<file path="src/rtl/ctrl_types_pkg.sv">
// Shared controller types for the cache-controller sub-FSMs.
//   upsert_mode_e  : PUT resolution policy, sampled when an operation starts
//   upsert_state_e : state encoding of the upsert/evict sub-FSM
//   sub_cmd_t      : done/error pulses returned to the parent controller
package ctrl_types_pkg;

  typedef enum logic [1:0] {
    UPS_MODE_UPSERT = 2'd0,
    UPS_MODE_INSERT = 2'd1,
    UPS_MODE_UPDATE = 2'd2
  } upsert_mode_e;

  typedef enum logic [2:0] {
    UPS_ST_IDLE   = 3'd0,
    UPS_ST_LOOKUP = 3'd1,
    UPS_ST_DECIDE = 3'd2,
    UPS_ST_EVICT  = 3'd3,
    UPS_ST_WRITE  = 3'd4,
    UPS_ST_DONE   = 3'd5,
    UPS_ST_ERR    = 3'd6
  } upsert_state_e;

  typedef struct packed {
    logic done;
    logic error;
  } sub_cmd_t;

endpackage

</file>
<file path="src/rtl/onehot_prio_sel.sv">
// Lowest-set-bit one-hot selector.
//   req_i : candidate vector (e.g. ~used for free-slot search)
//   gnt_o : one-hot of the lowest set bit of req_i, '0 when req_i is '0
module onehot_prio_sel #(
  parameter int unsigned N = 16
) (
  input  logic [N-1:0] req_i,
  output logic [N-1:0] gnt_o
);

  // x & -x isolates the lowest set bit.
  always_comb begin
    gnt_o = req_i & (~req_i + N'(1));
  end

endmodule

</file>
<file path="src/rtl/upsert_evict_fsm.sv">
// Upsert sub-FSM: resolves a PUT against the CAM lookup result and drives the
// memory-array write lines. Full table + miss either evicts a round-robin victim
// or reports an error, depending on EVICT_EN.
//   clk, rst_n   : clock, asynchronous active-low reset
//   en           : advance enable (0 freezes state and gates all strobes)
//   enter        : start a new operation, aborting any in flight
//   mode         : upsert / insert-only / update-only, sampled on enter
//   hit, hit_idx : CAM lookup result (one-hot index), valid LOOKUP_LAT cycles after enter
//   used         : slot-occupied vector, valid with hit
//   select_out   : write targets an existing entry
//   write_out    : single-cycle write strobe
//   evict_out    : single-cycle eviction strobe
//   idx_out      : one-hot target slot during write/evict, '0 otherwise
//   busy         : operation in progress
//   cmd          : done/error pulses to the parent FSM
module upsert_evict_fsm
  import ctrl_types_pkg::*;
#(
  parameter int unsigned NUM_ENTRIES = 16,
  parameter int unsigned LOOKUP_LAT  = 1,
  parameter bit          EVICT_EN    = 1'b1
) (
  input  logic                   clk,
  input  logic                   rst_n,
  input  logic                   en,
  input  logic                   enter,
  input  upsert_mode_e           mode,
  input  logic                   hit,
  input  logic [NUM_ENTRIES-1:0] hit_idx,
  input  logic [NUM_ENTRIES-1:0] used,
  output logic                   select_out,
  output logic                   write_out,
  output logic                   evict_out,
  output logic [NUM_ENTRIES-1:0] idx_out,
  output logic                   busy,
  output sub_cmd_t               cmd
);

  localparam int unsigned CntW = (LOOKUP_LAT > 1) ? $clog2(LOOKUP_LAT) : 1;
  localparam logic [CntW-1:0] CntLast = CntW'(LOOKUP_LAT - 1);

  upsert_state_e          state_q, state_d;
  upsert_mode_e           mode_q, mode_d;
  logic [CntW-1:0]        lat_cnt_q, lat_cnt_d;
  logic                   hit_q, hit_d;
  logic [NUM_ENTRIES-1:0] hit_idx_q, hit_idx_d;
  logic [NUM_ENTRIES-1:0] used_q, used_d;
  logic [NUM_ENTRIES-1:0] victim_q, victim_d;
  logic [NUM_ENTRIES-1:0] tgt_q, tgt_d;
  logic                   sel_q, sel_d;

  logic [NUM_ENTRIES-1:0] free_gnt;
  logic                   strobe_en;

  onehot_prio_sel #(
    .N (NUM_ENTRIES)
  ) u_free_sel (
    .req_i (~used_q),
    .gnt_o (free_gnt)
  );

  // State and datapath registers.
  always_ff @(posedge clk or negedge rst_n) begin
    if (!rst_n) begin
      state_q   <= UPS_ST_IDLE;
      mode_q    <= UPS_MODE_UPSERT;
      lat_cnt_q <= '0;
      hit_q     <= 1'b0;
      hit_idx_q <= '0;
      used_q    <= '0;
      victim_q  <= NUM_ENTRIES'(1);
      tgt_q     <= '0;
      sel_q     <= 1'b0;
    end else begin
      state_q   <= state_d;
      mode_q    <= mode_d;
      lat_cnt_q <= lat_cnt_d;
      hit_q     <= hit_d;
      hit_idx_q <= hit_idx_d;
      used_q    <= used_d;
      victim_q  <= victim_d;
      tgt_q     <= tgt_d;
      sel_q     <= sel_d;
    end
  end

  // Next-state logic. Decisions use only the latched lookup result.
  always_comb begin
    state_d   = state_q;
    mode_d    = mode_q;
    lat_cnt_d = lat_cnt_q;
    hit_d     = hit_q;
    hit_idx_d = hit_idx_q;
    used_d    = used_q;
    victim_d  = victim_q;
    tgt_d     = tgt_q;
    sel_d     = sel_q;

    if (enter) begin
      state_d   = UPS_ST_LOOKUP;
      lat_cnt_d = '0;
      mode_d    = mode;
    end else if (en) begin
      case (state_q)
        UPS_ST_LOOKUP: begin
          if (lat_cnt_q == CntLast) begin
            hit_d     = hit;
            hit_idx_d = hit_idx;
            used_d    = used;
            state_d   = UPS_ST_DECIDE;
          end else begin
            lat_cnt_d = lat_cnt_q + CntW'(1);
          end
        end
        UPS_ST_DECIDE: begin
          if (hit_q) begin
            // A hit with an empty index breaks the one-hot contract.
            if (mode_q == UPS_MODE_INSERT || hit_idx_q == '0) begin
              state_d = UPS_ST_ERR;
            end else begin
              state_d = UPS_ST_WRITE;
              tgt_d   = hit_idx_q;
              sel_d   = 1'b1;
            end
          end else if (mode_q == UPS_MODE_UPDATE) begin
            state_d = UPS_ST_ERR;
          end else if (!(&used_q)) begin
            state_d = UPS_ST_WRITE;
            tgt_d   = free_gnt;
            sel_d   = 1'b0;
          end else if (EVICT_EN) begin
            state_d = UPS_ST_EVICT;
            tgt_d   = victim_q;
            sel_d   = 1'b0;
          end else begin
            state_d = UPS_ST_ERR;
          end
        end
        UPS_ST_EVICT: begin
          victim_d = {victim_q[NUM_ENTRIES-2:0], victim_q[NUM_ENTRIES-1]};
          state_d  = UPS_ST_WRITE;
        end
        UPS_ST_WRITE: state_d = UPS_ST_DONE;
        UPS_ST_DONE:  state_d = UPS_ST_IDLE;
        UPS_ST_ERR:   state_d = UPS_ST_IDLE;
        default:      state_d = UPS_ST_IDLE;
      endcase
    end
  end

  // Outputs decoded from registered state. Strobes are suppressed while frozen
  // and in the cycle a new operation aborts the current one.
  always_comb begin
    strobe_en  = en & ~enter;
    write_out  = strobe_en & (state_q == UPS_ST_WRITE);
    evict_out  = strobe_en & (state_q == UPS_ST_EVICT);
    select_out = write_out & sel_q;
    idx_out    = (write_out | evict_out) ? tgt_q : '0;
    busy       = (state_q != UPS_ST_IDLE);
    cmd.done   = strobe_en & (state_q == UPS_ST_DONE);
    cmd.error  = strobe_en & (state_q == UPS_ST_ERR);
  end

endmodule
</file>
<file path="config.mk">
export PLATFORM = sky130hd
export DESIGN_NAME = upsert_evict_fsm
export DESIGN_NICKNAME = d
export VERILOG_FILES = /design/src/rtl/ctrl_types_pkg.sv /design/src/rtl/onehot_prio_sel.sv /design/src/rtl/upsert_evict_fsm.sv
export SDC_FILE = /design/constraint.sdc
export NUM_CORES = 1
export LEC_CHECK = 0
export CAP_MARGIN = 40
export CELL_PAD_IN_SITES_DETAIL_PLACEMENT = 0
export CELL_PAD_IN_SITES_GLOBAL_PLACEMENT = 1
export CORE_MARGIN = 1
export CORE_UTILIZATION = 52
export CTS_BUF_LIST = sky130_fd_sc_hd__clkbuf_2
export DETAILED_ROUTE_END_ITERATION = 8
export DONT_BUFFER_PORTS = 1
export PLACE_DENSITY_LB_ADDON = 0.1
export SLEW_MARGIN = 20
export SYNTH_ARGS = -nofsm -noshare
export SYNTH_HDL_FRONTEND = slang
export SYNTH_SLANG_ARGS = --single-unit
</file>
<file path="constraint.sdc">
create_clock -name clk -period 2.35 [get_ports clk]
set_input_delay 0.3525 -clock clk [delete_from_list [all_inputs] [get_ports clk]]
set_output_delay 0.3525 -clock clk [all_outputs]
set_load 0.005 [all_outputs]
</file>
==> results of run 1 <==
[cells by family (layout without fill, tap and decap cells)]
group                  after synthesis  after routing  share of synthesized area
muxes                               65             65                      0.214
buffers and inverters               27             78                     0.0338
AOI/OAI and AO/OA                   40             40                     0.0813
DFF                                 71             71                      0.527
and+or+nand+nor                     82             83                      0.143
[worst max-delay path: cells and delay by family (launching register included)]
family	cells	cell delay, ns
DFF	1	0.47
buffers and inverters	1	0.10
and+or+nand+nor	4	0.76
[cell usage in the layout, fill, tap and decap left out, types with 3 or more instances in the layout]
master,count
o31ai_1,3
mux2i_1,7
nor2_1,5
and2_1,17
nor4_1,5
nor3_1,9
inv_1,13
nand4_1,3
mux2_2,54
a221oi_1,3
mux2_1,4
a221o_1,3
o21ai_0,11
dlygate4sd3_1,38
dfrtp_1,68
buf_4,9
a21oi_1,9
nand2_1,22
bufinv_16,3
clkbuf_2,10
nand3_1,6
[metrics by stage]
| step | setup slack, ns | power, uW | setup TNS, ns | instance area (sq um) | hold WS [ns] |
|---|---|---|---|---|---|
| floorplan | 0.399 | 2140 | 0 | 3370 | 0.0569 |
| global placement | 0.358 | 2330 | 0 | 3460 | 0.0597 |
| detailed placement | 0.306 | 2350 | 0 | 3460 | 0.0597 |
| CTS | 0.0651 | 3320 | 0 | 4030 | 0.00751 |
| global route | -0.00477 | 3490 | -0.0142 | 4060 | 0.0348 |
| finish | 0.172 | 3310 | 0 | 4060 | 0.0425 |
[Yosys cell counts, types with 2 or more instances]
library cell	instances	area share
o31ai_1	3	0.0067
nor4_1	5	0.0093
mux2_1	4	0.013
inv_1	14	0.016
buf_2	7	0.010
nor2b_1	2	0.0037
o41ai_1	2	0.0052
and2_1	17	0.032
nand2_1	22	0.024
clkbuf_1	5	0.0056
a221o_1	3	0.0089
nand3_1	6	0.0089
nand4_1	3	0.0056
a221oi_1	3	0.0078
mux2i_1	7	0.021
mux2_2	54	0.18
nor2_1	5	0.0056
nor4_4	2	0.013
nor3_1	10	0.015
dfrtp_1	70	0.52
a21oi_1	9	0.013
o21ai_0	11	0.016
[sequential cells by signal, indices dropped and copies added (netlist names)]
signal     count
hit_idx_q     16
tgt_q         16
mode_q         2
sel_q          1
state_q        3
hit_q          1
victim_q      16
used_q        16
[per-layer routing]
| layer | wire length [microns] | part of all wire | GRT usage |
|---|---|---|---|
| met3 | 284 | 0.039 | 0.0451 |
| met4 | 110 | 0.015 | 0.0983 |
| met5 | 0 | 0 | 0 |
| met1 | 3540 | 0.48 | 0.331 |
| met2 | 3400 | 0.46 | 0.364 |
[layout make-up]
type,instances,share of cell area
Clock buffer,10,0.0123
Clock inverter,6,0.0268
Inverter,14,0.0129
Multi-Input combinational cell,188,0.370
Sequential cell,71,0.438
Tap cell,75,0.0231
Timing Repair Buffer,48,0.117
[power breakdown]
part           internal, uW  switching, uW
Clock                   459            441
Sequential             1490            257
Combinational           355            310
Total                  2310           1010
[what timing repair did]
action / CTS / global route
setup endpoints to repair: 16 / 16
setup buffers: 0 / 2
hold buffers: 39 / 0
hold endpoints to repair: 109 / 0
gates cloned: 0 / 1
pin swaps: 0 / 2
gates resized for setup: 2 / 5
[worst min path at each step]
stage / from / endpoint / slack, ns
after floorplan: rst_n / hit_idx_q[0]$_DFFE_PN0P_ / 0.06
after global placement: rst_n / tgt_q[14]$_DFFE_PN0P_ / 0.06
after detailed placement: rst_n / tgt_q[14]$_DFFE_PN0P_ / 0.06
after CTS: en / state_q[2]$_DFFE_PN0P_ / 0.008
after global routing: en / state_q[2]$_DFFE_PN0P_ / 0.03
final: en / state_q[2]$_DFFE_PN0P_ / 0.04
==> key figures, run 1 <==
Finish
  – Non-filler cells, final: 412
  – Final-layout fill cell count: 489
  – Layout Utilization: 0.667
  – # diodes: 0
  – Storage cell area: 1780 sq um
  – Final nets: 371
  – Layout cell share with drive strength beyond 1: 0.279
  – Area of the multi-input gates: 1500 sq um
  – Area growth syn-to-layout: 20.5%

Detailed routing
  – Post-route ant nets: 0
  – Drt via density: 5.72
  – Pre-antenna DRT Iters: 4
  – Post-Route WL: 7340 microns
  – DRC Markers: 0
  – Initial DRC count: 144
  – Vias post-DR: 2358
  – Average wire per standard cell: 17.8 microns

STA
  – Max Slew Vio Count: 0
  – Worst slew margin: 0.620
  – Fin. Hold Viols: 0
  – Clock skew: 0.0261 ns
  – Final setup viols: 0
  – Fmax: 459 MHz
  – Post-route minimum period: 2.18 ns
  – Final Cycle Share: 0.927
  – Worst Tran Pin Value: 0.565 ns

Worst setup path
  – Critical Path Sink: idx_out[8]
  – CP Launch Type: flip-flop
  – Reg2reg setup slack: 0.22 ns
  – R2R Path Start: used_q[0]$_DFFE_PN0P_
  – Worst setup path startpoint: state_q[0]$_DFFE_PN0P_
  – Worst reg-to-reg path cell count: 5
  – Critical path data arrival time: 1.83 ns
  – Crit-path max cell delay: 0.47 ns
  – Worst EP required: 2.00 ns
  – Critical path, cell by cell: inv_2, nand2_1, nor3_4, or2_4, and2_1
  – Critical Path End Type: primary output
  – Reg2reg end: tgt_q[3]$_DFFE_PN0P_
  – Critical path class: flip-flop to primary output
  – Crit-path slowest cell: dfrtp_2
  – CP Max Fanout: 8

Synthesis
  – Syn nets: 324
  – Fraction of registers with async set/reset: 1.00
  – Syn. warnings: 0
  – Register bit total from synthesis: 71
  – Synthesized area per cell: 11.8 sq um
  – Register area share after synthesis: 0.527
  – Yosys cell types: 43
  – Number of synthesized flops with an enable pin: 0
  – Synth Flop Type: dfrtp_1
  – Syn Inst Count: 285
  – Synthesized area: 3370 sq um

Clocking
  – Clock tree buffer depth: 2
  – Cell at the root of the clock tree: clkbuf_2
  – CTS clk-pin slew, worst paths: 0.19 ns
  – CTS tree: done
  – CTS Buf Count: 9
  – Worst-Skew Late Latency: 0.51 ns
  – Sink Count: 71
  – H-tree depth: 3

Power and ir drop
  – Leak pwr: 0.00176 uW
  – Maximum vdd drop: 568 uV
  – Power Dens Cells: 815 nW/um^2

Floorplan
  – Core Box Area: 6100 sq um
  – Die ar.: 6810 sq um
  – Die Span Y: 82.5 microns
  – # IOs: 61
  – DIE WIDTH: 82.5 microns
  – Row cnt: 28
  – Initial core utilization: 0.553

Placed design
  – RePlAce Congestion: 0.808
  – Dpl cells: 354
  – Detailed placement HPWL: 5040 microns
  – # port buffers: 0

Worst hold path
  – Hold Path Class: input port to flip-flop
  – Worst Hold Depth: 3

Global route
  – Initial antenna violation count: 0
  – Global-route wire length before repair: 11500 microns
  – Largest net degree at the start of global routing: 72
  – Total gr overflow: 0
  – Vias in the first global route: 2313
  – All-Layer GR Usage: 0.237

Job
  – Max Cap Violations: 0

Run status
  – Status: completed
Power figures use the tool's default switching activity.
==> inputs of run 2 (changes only) <==
--- a/config.mk
+++ b/config.mk
@@ -13,7 +13,8 @@
 export CTS_BUF_LIST = sky130_fd_sc_hd__clkbuf_2
 export DETAILED_ROUTE_END_ITERATION = 8
 export DONT_BUFFER_PORTS = 1
-export PLACE_DENSITY_LB_ADDON = 0.1
+export PLACE_DENSITY = 0.8
+export REMOVE_ABC_BUFFERS = 1
 export SLEW_MARGIN = 20
 export SYNTH_ARGS = -nofsm -noshare
 export SYNTH_HDL_FRONTEND = slang
==> run 2 against run 1 <==
Against the previous run: fmax shrank 1.4%; combinational power is 2% higher; register-to-register slack worse by 0.08 ns; non-clock buffer count rose by 1; global-route usage rose by 0.30 points; clock-buffer cell count grew 1.
==> key figures, run 2 (synthesized netlist as in run 1, its figures left out) <==
Run status
  – Status: completed

STA
  – Post-route minimum period: 2.21 ns (+0.0318 ns)
  – Setup_tns: 0 ns (unchanged)
  – Max Slew Vio Count: 0 (unchanged)
  – Worst slew margin: 0.556 (-0.0644)
  – Setup ws final: 0.140 ns (-0.0318 ns)
  – Clock skew: 0.0217 ns (-0.00436 ns)
  – Worst Tran Pin Value: 0.665 ns (+0.0994 ns)
  – Fmax: 452 MHz (-1.4%)
  – Fin. Hold Viols: 0 (unchanged)
  – Final Cycle Share: 0.940 (+0.0135)
  – Final setup viols: 0 (unchanged)
  – RSZ-0062 raised after global routing: no

Clocking
  – Sink Count: 71 (unchanged)
  – CTS clk-pin slew, worst paths: 0.19 ns (about the same)
  – Cell at the root of the clock tree: clkbuf_2
  – CTS tree: done
  – H-tree depth: 3 (unchanged)
  – Clock tree buffer depth: 2 (unchanged)
  – CTS Buf Count: 9 (unchanged)
  – Worst-Skew Late Latency: 0.49 ns (-0.02 ns)

Global route
  – Global-route wire length before repair: 11700 microns (+1.4%)
  – All-Layer GR Usage: 0.240 (+0.00301)
  – Initial antenna violation count: 0 (unchanged)
  – Vias in the first global route: 2310 (-0.13%)
  – Total gr overflow: 0 (unchanged)
  – Largest net degree at the start of global routing: 72 (unchanged)

Power and ir drop
  – Power Dens Cells: 781 nW/um^2 (-4.2%)
  – Sw Pwr: 959 uW (-4.9%)
  – Leak pwr: 0.00177 uW (about the same)
  – Combinational power share: 0.214 (+0.013)
  – Maximum vdd drop: 490 uV (-14%)
  – Clk pwr share: 0.243 (-0.029)
  – P_int: 2200 uW (-4.4%)
  – Net switching fraction of the power: 0.303 (-0.000971)
  – Sequential Power Share: 0.544 (+0.016)

Finish
  – Layout cell share with drive strength beyond 1: 0.287 (+0.00805)
  – Final-layout fill cell count: 522 (+6.7%)
  – Most common cell after layout, fill and taps aside: dfrtp_1
  – Most frequent cells in the layout: dfrtp_1, mux2_2, dlygate4sd3_1, nand2_1, and2_1
  – Area growth syn-to-layout: 20.0%
  – # diodes: 0 (unchanged)
  – Final nets: 372 (+0.27%)

Floorplan
  – Die Span Y: 82.5 microns (unchanged)
  – # IOs: 61 (unchanged)
  – DIE WIDTH: 82.5 microns (unchanged)
  – Die ar.: 6810 sq um (unchanged)
  – Core Box Area: 6100 sq um (unchanged)
  – Initial core utilization: 0.553 (unchanged)
  – Row cnt: 28 (unchanged)

Detailed routing
  – Post-route ant nets: 0 (unchanged)
  – Vias post-DR: 2419 (+2.6%)
  – Post-Route WL: 7540 microns (+2.7%)
  – DRC Markers: 0 (unchanged)
  – Average wire per standard cell: 18.3 microns (+2.5%)
  – Pre-antenna DRT Iters: 4 (unchanged)
  – Drt via density: 5.86 (+2.3%)
  – Initial DRC count: 129 (-10%)

Worst setup path
  – Critical Path End Type: flip-flop
  – CP Launch Type: flip-flop
  – CP Max Fanout: 16 (+8)
  – Critical path class: flip-flop to flip-flop
  – Critical path data arrival time: 2.60 ns (+0.77 ns)
  – Worst EP required: 2.74 ns (+0.74 ns)

Job
  – Max Cap Violations: 0 (unchanged)

Worst hold path
  – Hold Path Class: input port to flip-flop

Placed design
  – RePlAce Congestion: 0.798 (-1.2%)
  – # port buffers: 0 (unchanged)
  – Detailed placement HPWL: 4860 microns (-3.4%)
  – Place WS: 0.139 ns (-0.168 ns)
-- run 2: area by class of cell --
class,instances,area [sq um],area share
Sequential cell,71,1780,0.440
Tap cell,75,93.8,0.0232
Timing Repair Buffer,49,483,0.119
Clock inverter,5,72.6,0.0179
Inverter,14,52.6,0.0130
Multi-Input combinational cell,188,1510,0.373
Clock buffer,11,55.1,0.0136
-- run 2: final timing paths --
kind,startpoint,to,slack (ns),cells past startpoint
setup / recovery,state_q[0]$_DFFE_PN0P_,tgt_q[11]$_DFFE_PN0P_,0.14,4
hold / removal,en,state_q[2]$_DFFE_PN0P_,0.05,3
setup reg to reg,state_q[0]$_DFFE_PN0P_,tgt_q[11]$_DFFE_PN0P_,0.14,4
hold reg to reg,tgt_q[15]$_DFFE_PN0P_,tgt_q[15]$_DFFE_PN0P_,0.51,1
max in group asynchronous,rst_n,state_q[2]$_DFFE_PN0P_,1.68,2
min in group asynchronous,rst_n,victim_q[15]$_DFFE_PN0P_,0.37,2
-- run 2: repair_timing --
action                                  CTS  global route
pin swaps                                 1             3
gates resized for setup                   5             6
gates cloned                              1             0
buffers inserted                          0             3
endpoints found under the hold margin   109             0
hold buffers                             39             0
endpoints found under the setup margin   16            21
-- run 2: metal layers --
metal	global-route usage	part of all wire	vias to the layer above
li1	-	-	1127
met1	0.315	0.47	1219
met2	0.391	0.48	61
met3	0.0527	0.042	12
met4	0.0914	0.013	0
met5	0	0	-
-- run 2: power groups by stage --
stage | clock [uW] | sequential, uW | combinational, uW
after floorplan | 0 | 1690 | 435
after global placement | 0 | 1740 | 562
after detailed placement | 0 | 1740 | 582
after CTS | 792 | 1710 | 671
after global routing | 833 | 1760 | 748
final | 768 | 1720 | 675
-- run 2: worst max-delay path, cell delays in order, from the launching register on --
cell     delay [ns]
dfrtp_2        0.47
buf_4          0.14
or4_4          0.54
a21oi_4        0.54
mux2_2         0.40
-- run 2: stage by stage --
stage	hold slack, ns	instances	power (uW)	util	instance area [sq um]
floorplan	0.0569	272	2130	-	3310
global placement	0.0586	354	2300	0.567	3460
detailed placement	0.0585	354	2320	0.567	3460
CTS	0.00552	410	3180	0.659	4020
global route	0.0194	413	3340	0.664	4050
finish	0.0523	413	3160	0.664	4050
